==> config.mk <==
export PLATFORM = sky130hd
export DESIGN_NAME = cache_fill_fsm
export DESIGN_NICKNAME = d
export VERILOG_FILES = /design/src/rtl/cache_fill_fsm_pkg.sv /design/src/rtl/cache_fill_fsm_counter.sv /design/src/rtl/cache_fill_fsm.sv
export SDC_FILE = /design/constraint.sdc
export NUM_CORES = 1
export LEC_CHECK = 0
export BUFFER_PORTS_ARGS = -buffer_cell sky130_fd_sc_hd__clkbuf_2
export CAP_MARGIN = 20
export CORE_ASPECT_RATIO = 1.25
export CORE_MARGIN = 3
export CORE_UTILIZATION = 41
export DETAILED_ROUTE_END_ITERATION = 8
export GPL_ROUTABILITY_DRIVEN = 0
export GPL_TIMING_DRIVEN = 0
export HOLD_SLACK_MARGIN = 0.06
export MAX_ROUTING_LAYER = met4
export PLACE_DENSITY = 0.77
export SLEW_MARGIN = 20
export SYNTH_ARGS = -nofsm -noshare
export SYNTH_HDL_FRONTEND = slang
export SYNTH_SLANG_ARGS = --single-unit
==> constraint.sdc <==
create_clock -name clk -period 1.6 [get_ports clk]
set_clock_uncertainty 0.15 [all_clocks]
set_input_delay 0.16 -clock clk [delete_from_list [all_inputs] [get_ports clk]]
set_output_delay 0.16 -clock clk [all_outputs]
set_load 0.05 [all_outputs]
==> src/rtl/cache_fill_fsm_pkg.sv <==
// -----------------------------------------------------------------------------
// cache_fill_fsm_pkg
//   Shared constants and the state encoding for the cache block fill engine.
//   FILL_WORDS : 16-bit words per cache block
//   BLK_OFF_W  : byte-offset width of one block (16 bytes)
//   state_e    : IDLE waits for a miss, FILL issues reads and writes returns
// -----------------------------------------------------------------------------
package cache_fill_fsm_pkg;

    localparam int FILL_WORDS = 8;
    localparam int BLK_OFF_W  = 4;

    typedef enum logic {
        IDLE = 1'b0,
        FILL = 1'b1
    } state_e;

endpackage

==> src/rtl/cache_fill_fsm_counter.sv <==
// -----------------------------------------------------------------------------
// fill_counter
//   Up-counter with enable and synchronous clear. Clear wins over enable.
//   clk, rst_n : clock, asynchronous active-low reset (count -> 0)
//   en         : increment this cycle
//   clr        : synchronous clear to 0
//   cnt        : current count
// -----------------------------------------------------------------------------
module fill_counter #(
    parameter int W = 4
) (
    input  logic         clk,
    input  logic         rst_n,
    input  logic         en,
    input  logic         clr,
    output logic [W-1:0] cnt
);

    logic [W-1:0] cnt_q, cnt_d;

    always_comb begin
        cnt_d = cnt_q;
        if (clr)
            cnt_d = '0;
        else if (en)
            cnt_d = cnt_q + W'(1);
    end

    always_ff @(posedge clk or negedge rst_n) begin
        if (!rst_n)
            cnt_q <= '0;
        else
            cnt_q <= cnt_d;
    end

    assign cnt = cnt_q;

endmodule

==> src/rtl/cache_fill_fsm.sv <==
// -----------------------------------------------------------------------------
// cache_fill_fsm
//   Memory-side responder for one cache port. On a miss it reads the whole
//   16-byte block from backing memory, streams every returned word into the
//   data array and pulses the tag write alongside the last word.
//   miss_detected/miss_address       : miss from the cache lookup (comb.)
//   memory_data_valid/memory_data    : in-order word return from memory
//   fsm_busy                         : pipeline stall request
//   mem_read_en/memory_address       : one read issue per cycle
//   write_data_array/fill_address/
//   fill_data                        : data array write port
//   write_tag_array                  : tag/valid write, one-cycle pulse
// -----------------------------------------------------------------------------
module cache_fill_fsm
    import cache_fill_fsm_pkg::*;
#(
    parameter int WORDS = FILL_WORDS,
    parameter int AW    = 16
) (
    input  logic          clk,
    input  logic          rst_n,
    input  logic          miss_detected,
    input  logic [AW-1:0] miss_address,
    input  logic          memory_data_valid,
    input  logic [15:0]   memory_data,
    output logic          fsm_busy,
    output logic          mem_read_en,
    output logic [AW-1:0] memory_address,
    output logic          write_data_array,
    output logic [AW-1:0] fill_address,
    output logic [15:0]   fill_data,
    output logic          write_tag_array
);

    // One extra bit so the issue counter can sit at WORDS once all reads are out.
    localparam int CW = $clog2(WORDS) + 1;

    localparam logic [AW-1:0] BLK_MASK =
        ~{{(AW-BLK_OFF_W){1'b0}}, {BLK_OFF_W{1'b1}}};

    state_e        state_q, state_d;
    logic [AW-1:0] base_q, base_d;
    logic [CW-1:0] issue_cnt, ret_cnt;
    logic          issue_en, ret_en, fill_done;
    logic [AW-1:0] issue_off, ret_off;

    always_comb begin
        issue_en  = (state_q == FILL) && (issue_cnt < CW'(WORDS));
        ret_en    = (state_q == FILL) && memory_data_valid;
        fill_done = ret_en && (ret_cnt == CW'(WORDS - 1));
        // Word index -> byte offset (16-bit words).
        issue_off = AW'({issue_cnt, 1'b0});
        ret_off   = AW'({ret_cnt, 1'b0});

        state_d = state_q;
        base_d  = base_q;
        case (state_q)
            IDLE: begin
                if (miss_detected) begin
                    state_d = FILL;
                    base_d  = miss_address & BLK_MASK;
                end
            end
            FILL: begin
                if (fill_done)
                    state_d = IDLE;
            end
            default: state_d = IDLE;
        endcase
    end

    always_ff @(posedge clk or negedge rst_n) begin
        if (!rst_n) begin
            state_q <= IDLE;
            base_q  <= '0;
        end else begin
            state_q <= state_d;
            base_q  <= base_d;
        end
    end

    fill_counter #(.W(CW)) u_issue_cnt (
        .clk   (clk),
        .rst_n (rst_n),
        .en    (issue_en),
        .clr   (fill_done),
        .cnt   (issue_cnt)
    );

    fill_counter #(.W(CW)) u_ret_cnt (
        .clk   (clk),
        .rst_n (rst_n),
        .en    (ret_en),
        .clr   (fill_done),
        .cnt   (ret_cnt)
    );

    always_comb begin
        // Stall in the miss cycle itself; the rst_n term keeps it low while
        // reset is held even if the cache still reports a miss.
        fsm_busy         = (state_q == FILL) || (rst_n && miss_detected);
        mem_read_en      = issue_en;
        memory_address   = issue_en ? base_q + issue_off : '0;
        write_data_array = ret_en;
        fill_address     = ret_en ? base_q + ret_off : '0;
        fill_data        = ret_en ? memory_data : '0;
        write_tag_array  = fill_done;
    end

endmodule

==> results of run 1 <==
==> cells by family after synthesis <==
| kind of cell | after synthesis | synth area share, % |
|---|---|---|
| AND/OR/NAND/NOR | 83 | 29.0 |
| AO/OA/AOI/OAI | 33 | 12.0 |
| flip-flops | 21 | 32.0 |
| buffers and inverters | 21 | 8.68 |
| multiplexers | 12 | 8.23 |
| XOR/XNOR | 10 | 5.33 |
| adder cells (fa/ha/maj) | 6 | 4.57 |
| other | 1 | 0.228 |
==> cell usage after synthesis, types with 2 or more instances <==
library cell and number:
and3_1 21, dfrtp_1 21, nand2_1 16, a21oi_1 14, mux2_2 12, nor2_1 10, nand3_1 8, o21ai_0 8
clkbuf_1 7, o31ai_1 7, or4_1 7, and2_1 6, ha_1 6, xnor2_1 6, clkbuf_8 4, xor2_1 4
buf_4 3, inv_1 3, or3_2 3, nand2b_1 2, nand4_2 2, or3_1 2
==> through the flow <==
stage          hold slack, ns  setup slack [ns]  area (um2)  setup TNS [ns]  std cells
2_1_floorplan          -0.286            -0.284        1990           -2.46        188
3_3_place_gp           0.0152            -0.477        2460           -6.49        323
3_5_place_dp           0.0172            -0.501        2460           -7.16        323
4_1_cts                 0.153            -0.632        3430          -10.96        360
==> what timing repair did <==
action,CTS
pin swaps,5
hold buffers,13
gates cloned,3
resized for setup,150
setup buffers,17
endpoints found under the setup margin,58
hold endpoints to repair,33
==> impl_results.md, run 1 <==
* Cell type contributing the most total cell area after synthesis: dfrtp_1
* Number of warnings issued by yosys at 0
* Post-synthesis cell area at 1640 um2
* Fraction of synthesized cell area taken by the top area cell type at 32.0%
* Chip Height at 76.8 um
* Fail Step: global routing
* Unique masters post-synth at 37
* Maximum root-to-sink buffer count at 2
* Pin count of the biggest net entering global routing at 22
* Leading cell types by total area after synthesis: dfrtp_1, mux2_2, and3_1
* Worst_ep grt: memory_address[14]
* Detail Placement HPWL at 3530 um
* First Error: [ERROR DPL-0038] Utilization greater than 100%, impossible to legalize
* Chip width at 62.6 um
* Result of the run: did not finish
* Number of cells produced by synthesis at 187
* Number of enable flip-flop cells after synthesis at 0
* TritonCTS sink count at 21
* Synth Flop Type: dfrtp_1
* Number of buffers added by the clock tree synthesis step at 3
* Async S/R FF share, synth at 100%
* Per-instance average area after synthesis at 8.79 um2
* Quantity of I/O buffers inserted on ports at 81
* Worst endpoint kind after the last repair: primary output
* Count of boundary I/O pins at 88
* Fraction of the yosys area taken by sequential cells at 32.0%
* Count of standard-cell rows at 25
* Root buf cell: clkbuf_8
* Initial standard-cell utilization of the core at 43.0%
* CTS H-tree lvls at 1
* Flops & latches, synth at 21
==> inputs of run 2 (changes only) <==
--- a/config.mk
+++ b/config.mk
@@ -7,15 +7,12 @@
 export LEC_CHECK = 0
 export BUFFER_PORTS_ARGS = -buffer_cell sky130_fd_sc_hd__clkbuf_2
 export CAP_MARGIN = 20
-export CORE_ASPECT_RATIO = 1.25
 export CORE_MARGIN = 3
-export CORE_UTILIZATION = 41
+export CORE_UTILIZATION = 40
 export DETAILED_ROUTE_END_ITERATION = 8
 export GPL_ROUTABILITY_DRIVEN = 0
 export GPL_TIMING_DRIVEN = 0
-export HOLD_SLACK_MARGIN = 0.06
-export MAX_ROUTING_LAYER = met4
-export PLACE_DENSITY = 0.77
+export PLACE_DENSITY_LB_ADDON = 0.15
 export SLEW_MARGIN = 20
 export SYNTH_ARGS = -nofsm -noshare
 export SYNTH_HDL_FRONTEND = slang
==> constraint.sdc (replaced) <==
create_clock -name clk -period 2.1 [get_ports clk]
set_clock_uncertainty 0.15 [all_clocks]
set_input_delay 0.21 -clock clk [delete_from_list [all_inputs] [get_ports clk]]
set_output_delay 0.21 -clock clk [all_outputs]
set_load 0.05 [all_outputs]
==> run 2 against run 1 <==
  * The flow now finishes, with violations (setup timing)
  * Synthesized cell count is the same
  * Area after synthesis is the same
==> impl_results.md, run 2 <==
* Result of the run: finished, violations left
* Failing checks: setup timing
* Initial standard-cell utilization of the core at 43.2%
* Longest individual stage delay on the worst path at 0.46 ns
* Antenna Nets Post-Route at 0
* Maximum root-to-sink buffer count at 2
* Worst slack on hold paths at 0.00274 ns
* GRT overflow at 0
* Fraction of layout cells with a size suffix above 1 at 59.9%
* Number of buffers added by the clock tree synthesis step at 3
* Total via count in the routed design at 1773
* DR vias/cell at 5.21
* Synth Flop Type: dfrtp_1
* Count of boundary I/O pins at 88
* Most common cell after layout, fill and taps aside: clkbuf_2
* Number of fill cells at 293
* Arrival @ worst endpoint at 1.92 ns
* Final Util at 71.9%
* Nets at 335
* Slowest-stage cell, CP: or3_2
* Internal Dissipation at 2.06 mW
* Final-report hold violation count at 0
* Iter 0 DRT Violations at 97
* Reg with most FFs: base_q
* Part of the cycle the worst path needs at 108%
* Psw at 2.51 mW
* Unique masters post-synth at 37
* Sequential cell area in the final layout at 533 um2
* Final setup margin at -0.175 ns
* Number of cells produced by synthesis at 187
* Flops & latches, synth at 21
* Total DRC errors in the routed layout at 0
* Highest Clock Rate at 439 MHz
* Max-slew violation count at 0
* Register clock-pin slew on the reported worst setup and hold paths at 0.08 ns
* Quantity of I/O buffers inserted on ports at 81
* Per-instance average area after synthesis at 8.79 um2
* Vias in the first global route at 1662
* Aggregate global-route resource usage at 19.8%
* Unrepaired setup endpoints after global routing: true
* Async S/R FF share, synth at 100%
* DIE AREA at 4910 um2
* Commonest non-fill, non-tap cells in the layout: clkbuf_2, and3_1, buf_4
* Dpl cells at 317
* Average wire per standard cell at 14.9 um
* Standard cell core area at 3800 um2
* Clk Latency, worst-skew pair at 0.26 ns
* Detail Placement HPWL at 3350 um
* Number of enable flip-flop cells after synthesis at 0
* CTS H-tree lvls at 1
* Fraction of the yosys area taken by sequential cells at 32.0%
* Share of total power in combinational logic at 74.3%
* Area growth syn-to-layout at 66.2%
* Endpoint kind of the worst setup timing path: output port
* Leading cell types by total area after synthesis: dfrtp_1, mux2_2, and3_1
* Area taken by multi-input logic gates at 1230 um2
* Number of detailed-routing iterations run before antenna repair at 4
* Endpoint required time on the critical path at 1.74 ns
* Critical path, cell by cell: ha_2 > nand3_4 > or3_2 > a21oi_2 > clkbuf_8
* Leading cell types by count after synthesis: and3_1, dfrtp_1, nand2_1
* Power per Cell Area at 1670 nW/um2
* Worst reg2reg setup slack at 0.31 ns
* Final setup fails at 12
* Fraction of power consumed by sequential logic at 19.7%
* Fin crit period at 2.28 ns
* Chip width at 70.1 um
* Wire length of the first global-routing pass at 8020 um
* Post-route total power at 4.57 mW
* Post-synthesis cell area at 1640 um2
* Worst ir drop on vdd at 0.00103 V
* Clock network fraction of design power at 6.0%
* Count of maximum capacitance violations at 0
* Cell type contributing the most total cell area after synthesis: dfrtp_1
* Worst Setup Path Type: register to output port
* Met1 Use GR at 24.1%
* Total wire length at 5080 um
* Count of buffer and inverter cells on the critical path at 1
* Grt met2 use at 36.1%
* Root buf cell: clkbuf_8
* Chip Height at 70.1 um
* Max FFs per register at 12
* Count of antenna diodes in the layout at 0
* Count of placed standard cells in the final layout, fillers left out at 340
* Global routing met3 resource utilization at 2.59%
* TritonCTS sink count at 21
* Switching Fraction at 54.9%
* TritonCTS clock tree: done
* Pin count of the biggest net entering global routing at 23
* Count of standard-cell rows at 22
* Antenna violations before repair at 0
* Fraction of synthesized cell area taken by the top area cell type at 32.0%
* Largest delay contributor family on the critical path: simple AND/OR/NAND/NOR gates
* Most crowded layer after global routing: met2
* Worst min-delay path category: primary input to register
* Static leakage at 1.26 nW
* Number of warnings issued by yosys at 0
* Worst-path fanout max at 7
* Setup crit start kind: register
## run 2: cell counts after synthesis
No cell type changed its count.
## run 2: final cells by class
cell class	instances	area share [%]
tap	48	2.20
buffer	17	4.95
multi-input combinational	146	44.9
sequential	21	19.5
timing repair buffer	100	26.0
clock inverter	1	0.183
inverter	4	0.687
clock buffer	3	1.51
## run 2: worst paths after layout
kind                                                   start  depth (start not counted)                      endpoint
worst max-delay path                   base_q[4]$_DFFE_PN0P_                          5              fill_address[11]
worst min-delay path                        miss_address[11]                          3        base_q[11]$_DFFE_PN0P_
worst max register to register             state_q$_DFF_PN0_                          4         base_q[8]$_DFFE_PN0P_
worst min register to register  u_ret_cnt.cnt[2]$_DFFE_PN0P_                          1  u_ret_cnt.cnt[2]$_DFFE_PN0P_
max in group asynchronous                              rst_n                          2         base_q[4]$_DFFE_PN0P_
min in group asynchronous                              rst_n                          2         base_q[7]$_DFFE_PN0P_
## run 2: kinds of logic after synthesis
family / after synthesis / synth area share, %
fa+ha+maj: 6 / 4.57
simple gates: 83 / 29.0
buf+inv: 21 / 8.68
flops: 21 / 32.0
other cells: 1 / 0.228
compound gates: 33 / 12.0
mux: 12 / 8.23
xor+xnor: 10 / 5.33
## run 2: routing by layer
layer / up-vias / wire length (um)
li1: 878 / -
met1: 847 / 2160
met2: 42 / 2690
met3: 6 / 173
met4: 0 / 54
met5: - / 0
## run 2: power groups by stage
stage	registers [mW]	clock network, mW	logic [mW]
floorplan	0.781	0	2.16
global placement	0.840	0	2.64
detailed placement	0.843	0	2.66
CTS	0.878	0.277	3.11
global route	0.934	0.297	3.62
finish	0.900	0.274	3.39
## run 2: stage by stage
step	TNS (ns)	instance area [um2]	setup WS, ns
after floorplan	-0.0816	1720	-0.0816
final	-1.37	2730	-0.175
after detailed placement	-0.892	2180	-0.246
after global placement	-0.770	2180	-0.227
after global routing	-2.23	2730	-0.232
after CTS	-1.19	2580	-0.153
## run 2: tightest hold or removal path: stages
cell and delay, ns:
clkbuf_2 0.07, nand2_1 0.04, o21ai_0 0.06
## run 2: timing repair
item | 4_1_cts | 5_1_grt
hold buffers | 1 | 0
resized for setup | 55 | 46
setup buffers | 12 | 6
gates cloned | 0 | 0
endpoints found under the hold margin | 21 | 0
setup endpoints to repair | 17 | 19
pin swaps | 7 | 7
Power figures use the tool's default switching activity.
